==> src/rtl/maptable_ckpt_pkg.sv <==
// maptable_ckpt_pkg
// Shared types for the checkpointed register alias table: the per-port read
// packet, the stored map entry, checkpoint id type, default sizing, and the
// writeback/commit update rule used by both the live table and the snapshots.
// ROB tag width comes from the project-wide ROB_TAG_LEN define.

`ifndef ROB_TAG_LEN
`define ROB_TAG_LEN 6
`endif

package maptable_ckpt_pkg;

    localparam int TAG_W              = `ROB_TAG_LEN;
    localparam int DEF_NUM_ARCH_REGS  = 32;
    localparam int DEF_NUM_CKPT       = 4;
    localparam int DEF_NUM_RD         = 2;
    localparam int REG_W              = $clog2(DEF_NUM_ARCH_REGS);
    localparam int CKPT_W             = $clog2(DEF_NUM_CKPT);

    typedef logic [TAG_W-1:0]  tag_t;
    typedef logic [CKPT_W-1:0] CKPT_ID;

    // Architectural register 0 is hardwired and never renamed.
    localparam logic [REG_W-1:0] ZERO_REG = '0;

    typedef struct packed {
        logic mapped;
        logic ready;
        tag_t tag;
    } MAPTABLE_CKPT_PACKET;

    typedef struct packed {
        logic mapped;
        logic ready;
        tag_t tag;
    } MAP_ENTRY;

    // Canonical unmapped encoding: the value lives in the regfile, so it is ready.
    localparam MAP_ENTRY UNMAPPED_ENTRY = '{mapped: 1'b0, ready: 1'b1, tag: '0};

    // Writeback marks a matching in-flight mapping ready; commit of the matching
    // tag retires the mapping. Commit is applied after writeback so a same-cycle
    // pair on one tag ends unmapped.
    function automatic MAP_ENTRY entry_update(input MAP_ENTRY e,
                                              input logic     wb_hit,
                                              input tag_t     wb_tag,
                                              input logic     commit_hit,
                                              input tag_t     commit_tag);
        MAP_ENTRY r;
        r = e;
        if (wb_hit && r.mapped && (r.tag == wb_tag)) begin
            r.ready = 1'b1;
        end
        if (commit_hit && r.mapped && (r.tag == commit_tag)) begin
            r = UNMAPPED_ENTRY;
        end
        return r;
    endfunction

endpackage

==> src/rtl/maptable_ckpt_if.sv <==
// maptable_ckpt_if
// Bundles every non-clock signal of the alias table.
//   master : decode / ROB / branch unit side (drives rename, reads, wb, commit,
//            checkpoint alloc/resolve/kill; receives rd_pkt, ckpt_id, ckpt_full)
//   slave  : the alias table itself

interface maptable_ckpt_if
    import maptable_ckpt_pkg::*;
#(
    parameter int NUM_ARCH_REGS = DEF_NUM_ARCH_REGS,
    parameter int NUM_CKPT      = DEF_NUM_CKPT,
    parameter int NUM_RD        = DEF_NUM_RD
);
    localparam int RW = $clog2(NUM_ARCH_REGS);
    localparam int CW = $clog2(NUM_CKPT);

    logic                                  rename_en;
    logic [RW-1:0]                         rename_rd;
    tag_t                                  rename_tag;
    logic [NUM_RD-1:0][RW-1:0]             rd_idx;
    MAPTABLE_CKPT_PACKET [NUM_RD-1:0]      rd_pkt;
    logic                                  wb_valid;
    logic [RW-1:0]                         wb_rd;
    tag_t                                  wb_tag;
    logic                                  commit_valid;
    logic [RW-1:0]                         commit_rd;
    tag_t                                  commit_tag;
    logic                                  ckpt_alloc;
    logic [CW-1:0]                         ckpt_id;
    logic                                  ckpt_full;
    logic                                  resolve_valid;
    logic [CW-1:0]                         resolve_id;
    logic                                  kill_valid;
    logic [CW-1:0]                         kill_id;

    modport master (
        output rename_en, rename_rd, rename_tag, rd_idx,
               wb_valid, wb_rd, wb_tag, commit_valid, commit_rd, commit_tag,
               ckpt_alloc, resolve_valid, resolve_id, kill_valid, kill_id,
        input  rd_pkt, ckpt_id, ckpt_full
    );

    modport slave (
        input  rename_en, rename_rd, rename_tag, rd_idx,
               wb_valid, wb_rd, wb_tag, commit_valid, commit_rd, commit_tag,
               ckpt_alloc, resolve_valid, resolve_id, kill_valid, kill_id,
        output rd_pkt, ckpt_id, ckpt_full
    );

endinterface

==> src/rtl/maptable_ckpt_snapshot.sv <==
// maptable_snapshot
// One checkpoint slot: a full copy of the alias table taken at a branch.
// Ports: clock, reset_n (async active-low), load + load_data (capture the
// table), wb_* / commit_* (keep the copy in step with the ROB while the branch
// is unresolved), entries (current slot contents, used for a kill restore).

module maptable_snapshot
    import maptable_ckpt_pkg::*;
#(
    parameter int NUM_ARCH_REGS = DEF_NUM_ARCH_REGS
) (
    input  logic                                 clock,
    input  logic                                 reset_n,
    input  logic                                 load,
    input  MAP_ENTRY [NUM_ARCH_REGS-1:0]         load_data,
    input  logic                                 wb_valid,
    input  logic [$clog2(NUM_ARCH_REGS)-1:0]     wb_rd,
    input  tag_t                                 wb_tag,
    input  logic                                 commit_valid,
    input  logic [$clog2(NUM_ARCH_REGS)-1:0]     commit_rd,
    input  tag_t                                 commit_tag,
    output MAP_ENTRY [NUM_ARCH_REGS-1:0]         entries
);
    localparam int RW = $clog2(NUM_ARCH_REGS);

    // Load data already includes this cycle's wb/commit, so a load replaces the
    // copy outright; otherwise the copy tracks wb/commit like the live table.
    always_ff @(posedge clock or negedge reset_n) begin
        if (!reset_n) begin
            for (int i = 0; i < NUM_ARCH_REGS; i++) begin
                entries[i] <= UNMAPPED_ENTRY;
            end
        end else if (load) begin
            entries <= load_data;
        end else begin
            for (int i = 0; i < NUM_ARCH_REGS; i++) begin
                entries[i] <= entry_update(entries[i],
                                           wb_valid && (wb_rd == RW'(i)), wb_tag,
                                           commit_valid && (commit_rd == RW'(i)), commit_tag);
            end
        end
    end

endmodule

==> src/rtl/maptable_ckpt.sv <==
// maptable_ckpt
// Register alias table (arch reg -> ROB tag) with NUM_CKPT branch checkpoints.
// Ports: clock, reset_n (async active-low), bus (maptable_ckpt_if.slave):
//   rename_en/rd/tag     rename one destination
//   rd_idx -> rd_pkt     combinational source lookups with wb bypass
//   wb_*, commit_*       ROB writeback / retirement updates
//   ckpt_alloc, ckpt_id, ckpt_full, resolve_*, kill_*  checkpoint management

module maptable_ckpt
    import maptable_ckpt_pkg::*;
#(
    parameter int NUM_ARCH_REGS = DEF_NUM_ARCH_REGS,
    parameter int NUM_CKPT      = DEF_NUM_CKPT,
    parameter int NUM_RD        = DEF_NUM_RD
) (
    input  logic          clock,
    input  logic          reset_n,
    maptable_ckpt_if.slave bus
);
    localparam int RW = $clog2(NUM_ARCH_REGS);
    localparam int CW = $clog2(NUM_CKPT);
    localparam logic [CW:0] FULL_COUNT = (CW+1)'(NUM_CKPT);

    MAP_ENTRY [NUM_ARCH_REGS-1:0] map_q;
    MAP_ENTRY [NUM_ARCH_REGS-1:0] map_d;
    MAP_ENTRY [NUM_ARCH_REGS-1:0] map_base;
    MAP_ENTRY [NUM_ARCH_REGS-1:0] snap_q [NUM_CKPT];

    logic [NUM_CKPT-1:0] live_q, live_d;
    logic [NUM_CKPT-1:0] resolved_q, resolved_d;
    logic [NUM_CKPT-1:0] snap_load;
    logic [CW-1:0]       head_q, head_d, tail_q, tail_d;
    logic [CW:0]         count_q, count_d;
    logic [CW:0]         keep_count;
    logic                kill_ok;
    logic                alloc_ok;
    logic                advance;

    // A kill only counts against a live slot; it blocks alloc and rename.
    assign kill_ok  = bus.kill_valid && live_q[bus.kill_id];
    assign alloc_ok = bus.ckpt_alloc && !kill_ok && (count_q != FULL_COUNT);

    assign bus.ckpt_id   = tail_q;
    assign bus.ckpt_full = (count_q == FULL_COUNT);

    // Next table: start from the snapshot on a kill, apply wb then commit, then
    // the rename last so a same-register commit of an older tag cannot clear it.
    always_comb begin
        map_base = kill_ok ? snap_q[bus.kill_id] : map_q;
        map_d    = map_base;
        for (int i = 0; i < NUM_ARCH_REGS; i++) begin
            map_d[i] = entry_update(map_base[i],
                                    bus.wb_valid && (bus.wb_rd == RW'(i)), bus.wb_tag,
                                    bus.commit_valid && (bus.commit_rd == RW'(i)), bus.commit_tag);
        end
        if (bus.rename_en && !kill_ok && (bus.rename_rd != ZERO_REG)) begin
            map_d[bus.rename_rd] = '{mapped: 1'b1, ready: 1'b0, tag: bus.rename_tag};
        end
    end

    always_ff @(posedge clock or negedge reset_n) begin
        if (!reset_n) begin
            for (int i = 0; i < NUM_ARCH_REGS; i++) begin
                map_q[i] <= UNMAPPED_ENTRY;
            end
        end else begin
            map_q <= map_d;
        end
    end

    // Source lookups read the registered table; a matching writeback this cycle
    // is bypassed into the ready bit regardless of which register it names.
    always_comb begin
        bus.rd_pkt = '0;
        for (int p = 0; p < NUM_RD; p++) begin
            if (map_q[bus.rd_idx[p]].mapped) begin
                bus.rd_pkt[p].mapped = 1'b1;
                bus.rd_pkt[p].ready  = map_q[bus.rd_idx[p]].ready ||
                                       (bus.wb_valid && (bus.wb_tag == map_q[bus.rd_idx[p]].tag));
                bus.rd_pkt[p].tag    = map_q[bus.rd_idx[p]].tag;
            end else begin
                bus.rd_pkt[p] = '{mapped: 1'b0, ready: 1'b1, tag: '0};
            end
        end
    end

    // Snapshot slots capture the post-rename table at the tail on alloc.
    for (genvar g = 0; g < NUM_CKPT; g++) begin : g_snap
        assign snap_load[g] = alloc_ok && (tail_q == CW'(g));

        maptable_snapshot #(
            .NUM_ARCH_REGS (NUM_ARCH_REGS)
        ) u_snap (
            .clock        (clock),
            .reset_n      (reset_n),
            .load         (snap_load[g]),
            .load_data    (map_d),
            .wb_valid     (bus.wb_valid),
            .wb_rd        (bus.wb_rd),
            .wb_tag       (bus.wb_tag),
            .commit_valid (bus.commit_valid),
            .commit_rd    (bus.commit_rd),
            .commit_tag   (bus.commit_tag),
            .entries      (snap_q[g])
        );
    end

    // Checkpoint ring: kill truncates the ring at kill_id (slots are ordered by
    // distance from head), resolve marks a slot, head then retires the run of
    // resolved slots, and alloc appends at the tail. Occupancy is tracked with
    // an explicit count so full and empty differ even when head == tail.
    always_comb begin
        live_d     = live_q;
        resolved_d = resolved_q;
        head_d     = head_q;
        tail_d     = tail_q;
        count_d    = count_q;
        keep_count = {1'b0, bus.kill_id - head_q};
        advance    = 1'b1;

        if (kill_ok) begin
            for (int i = 0; i < NUM_CKPT; i++) begin
                if ({1'b0, CW'(i) - head_q} >= keep_count) begin
                    live_d[i]     = 1'b0;
                    resolved_d[i] = 1'b0;
                end
            end
            tail_d  = bus.kill_id;
            count_d = keep_count;
        end

        if (bus.resolve_valid && live_d[bus.resolve_id]) begin
            resolved_d[bus.resolve_id] = 1'b1;
        end

        for (int i = 0; i < NUM_CKPT; i++) begin
            if (advance && live_d[head_d] && resolved_d[head_d]) begin
                live_d[head_d]     = 1'b0;
                resolved_d[head_d] = 1'b0;
                head_d             = head_d + 1'b1;
                count_d            = count_d - 1'b1;
            end else begin
                advance = 1'b0;
            end
        end

        if (alloc_ok) begin
            live_d[tail_q]     = 1'b1;
            resolved_d[tail_q] = 1'b0;
            tail_d             = tail_q + 1'b1;
            count_d            = count_d + 1'b1;
        end
    end

    always_ff @(posedge clock or negedge reset_n) begin
        if (!reset_n) begin
            live_q     <= '0;
            resolved_q <= '0;
            head_q     <= '0;
            tail_q     <= '0;
            count_q    <= '0;
        end else begin
            live_q     <= live_d;
            resolved_q <= resolved_d;
            head_q     <= head_d;
            tail_q     <= tail_d;
            count_q    <= count_d;
        end
    end

endmodule
==> src/flat_wrapper.sv <==
// flat-port wrapper written by rule: the top's interface ports become plain ports
module maptable_ckpt_flat import maptable_ckpt_pkg::*;
#(
    parameter int NUM_ARCH_REGS = DEF_NUM_ARCH_REGS,
    parameter int NUM_CKPT      = DEF_NUM_CKPT,
    parameter int NUM_RD        = DEF_NUM_RD
)
  (clock, reset_n, bus_rename_en, bus_rename_rd, bus_rename_tag, bus_rd_idx, bus_wb_valid, bus_wb_rd, bus_wb_tag, bus_commit_valid, bus_commit_rd, bus_commit_tag, bus_ckpt_alloc, bus_resolve_valid, bus_resolve_id, bus_kill_valid, bus_kill_id, bus_rd_pkt, bus_ckpt_id, bus_ckpt_full);
  maptable_ckpt_if #(.NUM_ARCH_REGS(NUM_ARCH_REGS), .NUM_CKPT(NUM_CKPT), .NUM_RD(NUM_RD)) bus_i ();
  input  logic clock;
  input  logic reset_n;
  input wire logic [$bits(bus_i.rename_en)-1:0] bus_rename_en;
  input wire logic [$bits(bus_i.rename_rd)-1:0] bus_rename_rd;
  input wire logic [$bits(bus_i.rename_tag)-1:0] bus_rename_tag;
  input wire logic [$bits(bus_i.rd_idx)-1:0] bus_rd_idx;
  input wire logic [$bits(bus_i.wb_valid)-1:0] bus_wb_valid;
  input wire logic [$bits(bus_i.wb_rd)-1:0] bus_wb_rd;
  input wire logic [$bits(bus_i.wb_tag)-1:0] bus_wb_tag;
  input wire logic [$bits(bus_i.commit_valid)-1:0] bus_commit_valid;
  input wire logic [$bits(bus_i.commit_rd)-1:0] bus_commit_rd;
  input wire logic [$bits(bus_i.commit_tag)-1:0] bus_commit_tag;
  input wire logic [$bits(bus_i.ckpt_alloc)-1:0] bus_ckpt_alloc;
  input wire logic [$bits(bus_i.resolve_valid)-1:0] bus_resolve_valid;
  input wire logic [$bits(bus_i.resolve_id)-1:0] bus_resolve_id;
  input wire logic [$bits(bus_i.kill_valid)-1:0] bus_kill_valid;
  input wire logic [$bits(bus_i.kill_id)-1:0] bus_kill_id;
  output wire logic [$bits(bus_i.rd_pkt)-1:0] bus_rd_pkt;
  output wire logic [$bits(bus_i.ckpt_id)-1:0] bus_ckpt_id;
  output wire logic [$bits(bus_i.ckpt_full)-1:0] bus_ckpt_full;
  assign bus_i.rename_en = bus_rename_en;
  assign bus_i.rename_rd = bus_rename_rd;
  assign bus_i.rename_tag = bus_rename_tag;
  assign bus_i.rd_idx = bus_rd_idx;
  assign bus_i.wb_valid = bus_wb_valid;
  assign bus_i.wb_rd = bus_wb_rd;
  assign bus_i.wb_tag = bus_wb_tag;
  assign bus_i.commit_valid = bus_commit_valid;
  assign bus_i.commit_rd = bus_commit_rd;
  assign bus_i.commit_tag = bus_commit_tag;
  assign bus_i.ckpt_alloc = bus_ckpt_alloc;
  assign bus_i.resolve_valid = bus_resolve_valid;
  assign bus_i.resolve_id = bus_resolve_id;
  assign bus_i.kill_valid = bus_kill_valid;
  assign bus_i.kill_id = bus_kill_id;
  assign bus_rd_pkt = bus_i.rd_pkt;
  assign bus_ckpt_id = bus_i.ckpt_id;
  assign bus_ckpt_full = bus_i.ckpt_full;
  maptable_ckpt #(.NUM_ARCH_REGS(NUM_ARCH_REGS), .NUM_CKPT(NUM_CKPT), .NUM_RD(NUM_RD)) u_core (.clock(clock), .reset_n(reset_n), .bus(bus_i));
endmodule
==> config.mk <==
export PLATFORM = sky130hd
export DESIGN_NAME = maptable_ckpt_flat
export DESIGN_NICKNAME = d
export VERILOG_FILES = /design/src/rtl/maptable_ckpt_pkg.sv /design/src/rtl/maptable_ckpt_if.sv /design/src/rtl/maptable_ckpt_snapshot.sv /design/src/rtl/maptable_ckpt.sv /design/src/flat_wrapper.sv
export SDC_FILE = /design/constraint.sdc
export NUM_CORES = 2
export LEC_CHECK = 0
export BUFFER_PORTS_ARGS = -buffer_cell sky130_fd_sc_hd__buf_4
export CAP_MARGIN = 20
export CELL_PAD_IN_SITES_DETAIL_PLACEMENT = 0
export CELL_PAD_IN_SITES_GLOBAL_PLACEMENT = 1
export CORE_ASPECT_RATIO = 0.7
export CORE_MARGIN = 10
export CORE_UTILIZATION = 52
export CTS_BUF_LIST = sky130_fd_sc_hd__clkbuf_16
export DETAILED_ROUTE_END_ITERATION = 10
export PLACE_DENSITY = 0.81
export SYNTH_ARGS = -nofsm -noshare
export SYNTH_HDL_FRONTEND = slang
export SYNTH_SLANG_ARGS = --single-unit
==> constraint.sdc <==
create_clock -name clock -period 7.4 [get_ports clock]
set_input_delay 1.48 -clock clock [delete_from_list [all_inputs] [get_ports clock]]
set_output_delay 1.48 -clock clock [all_outputs]
set_load 0.05 [all_outputs]
==> run metrics <==
Post-Layout Cell Count=roughly 11000; Clock Skews=between 0.03 and 0.04 ns; Mapped Nets=a little under 9000; die area=179000 um2; Nets=8570; DP Wirelength=213 mm; dpl cells=10500; Rows=~120; drt first pass iters=8; I/O pins=74; CTS Root Buffer Type=clkbuf_16; IO buf count=73; Period Utilization, post-route=89.4%; first-pass GRT wire length=about 480 mm; status=complete, no violations; Skew-Pair Late Insertion Delay=~0.8 ns; number of synthesized flops with an enable pin=0; post-layout instance area=between 90000 and 100000 um2; hold crit path type=register to register; setup ws final=0.785 ns; die width=502 um; CP required=roughly 8.1 ns; CP Class=register to register; fin. max-slew vios=0; vias in the first global route=69000; most frequent CP cell=xnor2_1; Worst-path clk slew=about 0.060 ns; mean area per synthesized cell=between 9 and 10 um2; Tmin final=6.62 ns; PwrDens=slightly above 400 nW/um2; Post-CTS Setup Bufs=0; Pleak=about 37 nW; Mapped Cells=around 8700; Critical Path Max Stage Delay=roughly 0.64 ns; Crit Path Max Fanout=12; Core ar.=approximately 160000 um2; initial DRC count=about 10000; top-area cell type share of the netlist area=between 30 and 40%; clk buf depth=3; dominant cells by area after synthesis=dfrtp_1, xnor2_1, mux4_2; type of origin of the critical path=register; share of cells above drive strength 1=approximately 12%; minimum hold slack=0.538 ns; Post-DP Area=87600 um2; vias per cell=around 6.7; post-cts gate resize count=0; register area share after synthesis=a little under 40%; total track usage=35.1%; Peak VDD IR=around 0.23 mV; CP Capture Type=register; Slew HR=18.8%; H-tree depth=4; clk sink count=around 1300; largest net degree at the start of global routing=about 180; Max Freq=approximately 150 MHz; fill count=approximately 14000; overall power=approximately 0.037 W; dpl ws=0.0355 ns; Layout area overhead=8.94%; CTS tree=done; routed len/inst=30.0 um; GR Overflow Total=0; Final Hold Viols=0; leading area contributor after synthesis=dfrtp_1; Max Cap Viol=0; arrival time worst endpoint=~7.3 ns; total CTS buffers=139; Commonest cells post-synth=xnor2_1, dfrtp_1, nand2_1; worst-margin pin slew=1.22 ns; Initial Util=52.5%; RePlAce Congestion=1.00; DRT antenna net count=0; drt total wl=323 mm; Distinct cells, synth=77; antenna violations before repair=22; CP max stage cell=dfrtp_1; # hold bufs at CTS=0; top-count cell post-synth=xnor2_1; Synth Flop Type=dfrtp_1; unrepaired setup endpoints after global routing=false; Residual DRC=0; cell area after synthesis=~85000 um2; Die Y-Extent=about 360 um; synth warn=0; Yosys reg bits=approximately 1300; Vias=approximately 70000; Setup-failing EPs final=0; asr flop ratio synth=100%
cells in the final DEF, fill, tap and decap left out, types with 9 or more instances in the layout:
cell type	Yosys	routed
mux2i_1	274	274
nor4_1	148	147
mux4_2	416	416
clkbuf_16	0	147
a21oi_1	165	165
nand2_1	934	928
ha_1	30	25
clkinv_1	0	31
diode_2	0	15
a22o_1	30	29
nor2_1	571	570
buf_4	0	170
bufinv_16	0	9
dfrtp_1	1135	1135
a22oi_1	188	187
xnor2_1	1392	1392
o21ai_0	884	883
dfstp_2	160	160
nand4_1	182	182
nor3_1	214	214
o41a_1	28	28
xor2_1	553	552
buf_8	0	15
inv_1	237	263
nand3_1	288	288
clkinv_2	0	26
buf_12	0	37
a31oi_1	138	138
nor2b_1	46	46
power by group:
group / switching [W] / leakage (nW) / internal, W
Clock: 0.00313 / 2.28 / 0.00390
Combinational: 0.00905 / 17.1 / 0.00673
Sequential: 0.00431 / 17.1 / 0.0103
Total: 0.0165 / 36.5 / 0.0210
stage by stage:
step	setup TNS, ns	util [%]
after global placement	-0.105	54.4
after floorplan	-0.153	-
after detailed placement	0	54.4
after CTS	0	57.1
after global routing	0	57.2
final	0	57.2
metal layers:
layer | global-route usage (%) | share of wire [%] | vias to the layer above
li1 | - | - | 30000
met1 | 50.5 | 41 | 36200
met2 | 47.8 | 40 | 4921
met3 | 11.7 | 14 | 899
met4 | 15.7 | 5.2 | 10
met5 | 0 | 0.023 | -
cells by family (layout without fill, tap and decap cells):
kind of cell,after synthesis,after routing,synth area share (%)
XOR/XNOR,1945,1945,20.1
flip-flops,1295,1295,38.6
AO/OA/AOI/OAI,1491,1491,10.2
multiplexers,698,698,14.4
other,0,15,0
AND/OR/NAND/NOR,2422,2422,12.8
adder cells (fa/ha/maj),30,30,0.444
buffers and inverters,771,720,3.45
path summary, 6_finish.rpt:
check                                                    start                                   end  slack (ns)  depth (start not counted)
min in group asynchronous                              reset_n  u_core.g_snap[1].u_snap.entries[141]        0.58                          1
min reg2reg                u_core.g_snap[1].u_snap.entries[87]   u_core.g_snap[1].u_snap.entries[87]        0.54                          2
max reg2reg                                   u_core.head_q[1]                     u_core.count_q[2]        0.78                         29
max in group asynchronous                              reset_n                      u_core.map_q[77]        4.98                          3
max                                           u_core.head_q[1]                     u_core.count_q[2]        0.78                         29
min                        u_core.g_snap[1].u_snap.entries[87]   u_core.g_snap[1].u_snap.entries[87]        0.54                          2
state kept, by name, summed over array words and instances, names as in the netlist:
signal	flops
u_core.map_q	256
u_core.head_q	2
u_core.g_snap.u_snap.entries	1024
u_core.bus.ckpt_id	2
u_core.count_q	3
u_core.live_q	4
u_core.resolved_q	4
critical path: cells and delay by family, from the launching register on:
kind                     cells  cell delay (ns)
AO/OA/AOI/OAI                6             1.47
XOR/XNOR                     5             0.75
adder cells (fa/ha/maj)      5             1.46
buffers and inverters        4             0.50
flip-flops                   1             0.64
multiplexers                 2             0.61
AND/OR/NAND/NOR              7             1.08
final cells by class:
type	instances	area [um2]	area share (%)
Sequential cell	1295	32600	35.4
Timing Repair Buffer	224	2300	2.49
Antenna cell	15	37.5	0.0407
Multi-Input combinational cell	6586	49200	53.4
Clock buffer	147	3680	3.99
Inverter	239	902	0.979
Tap cell	2125	2660	2.89
Clock inverter	110	752	0.816
No activity file was read; power rests on OpenSTA's default activity.
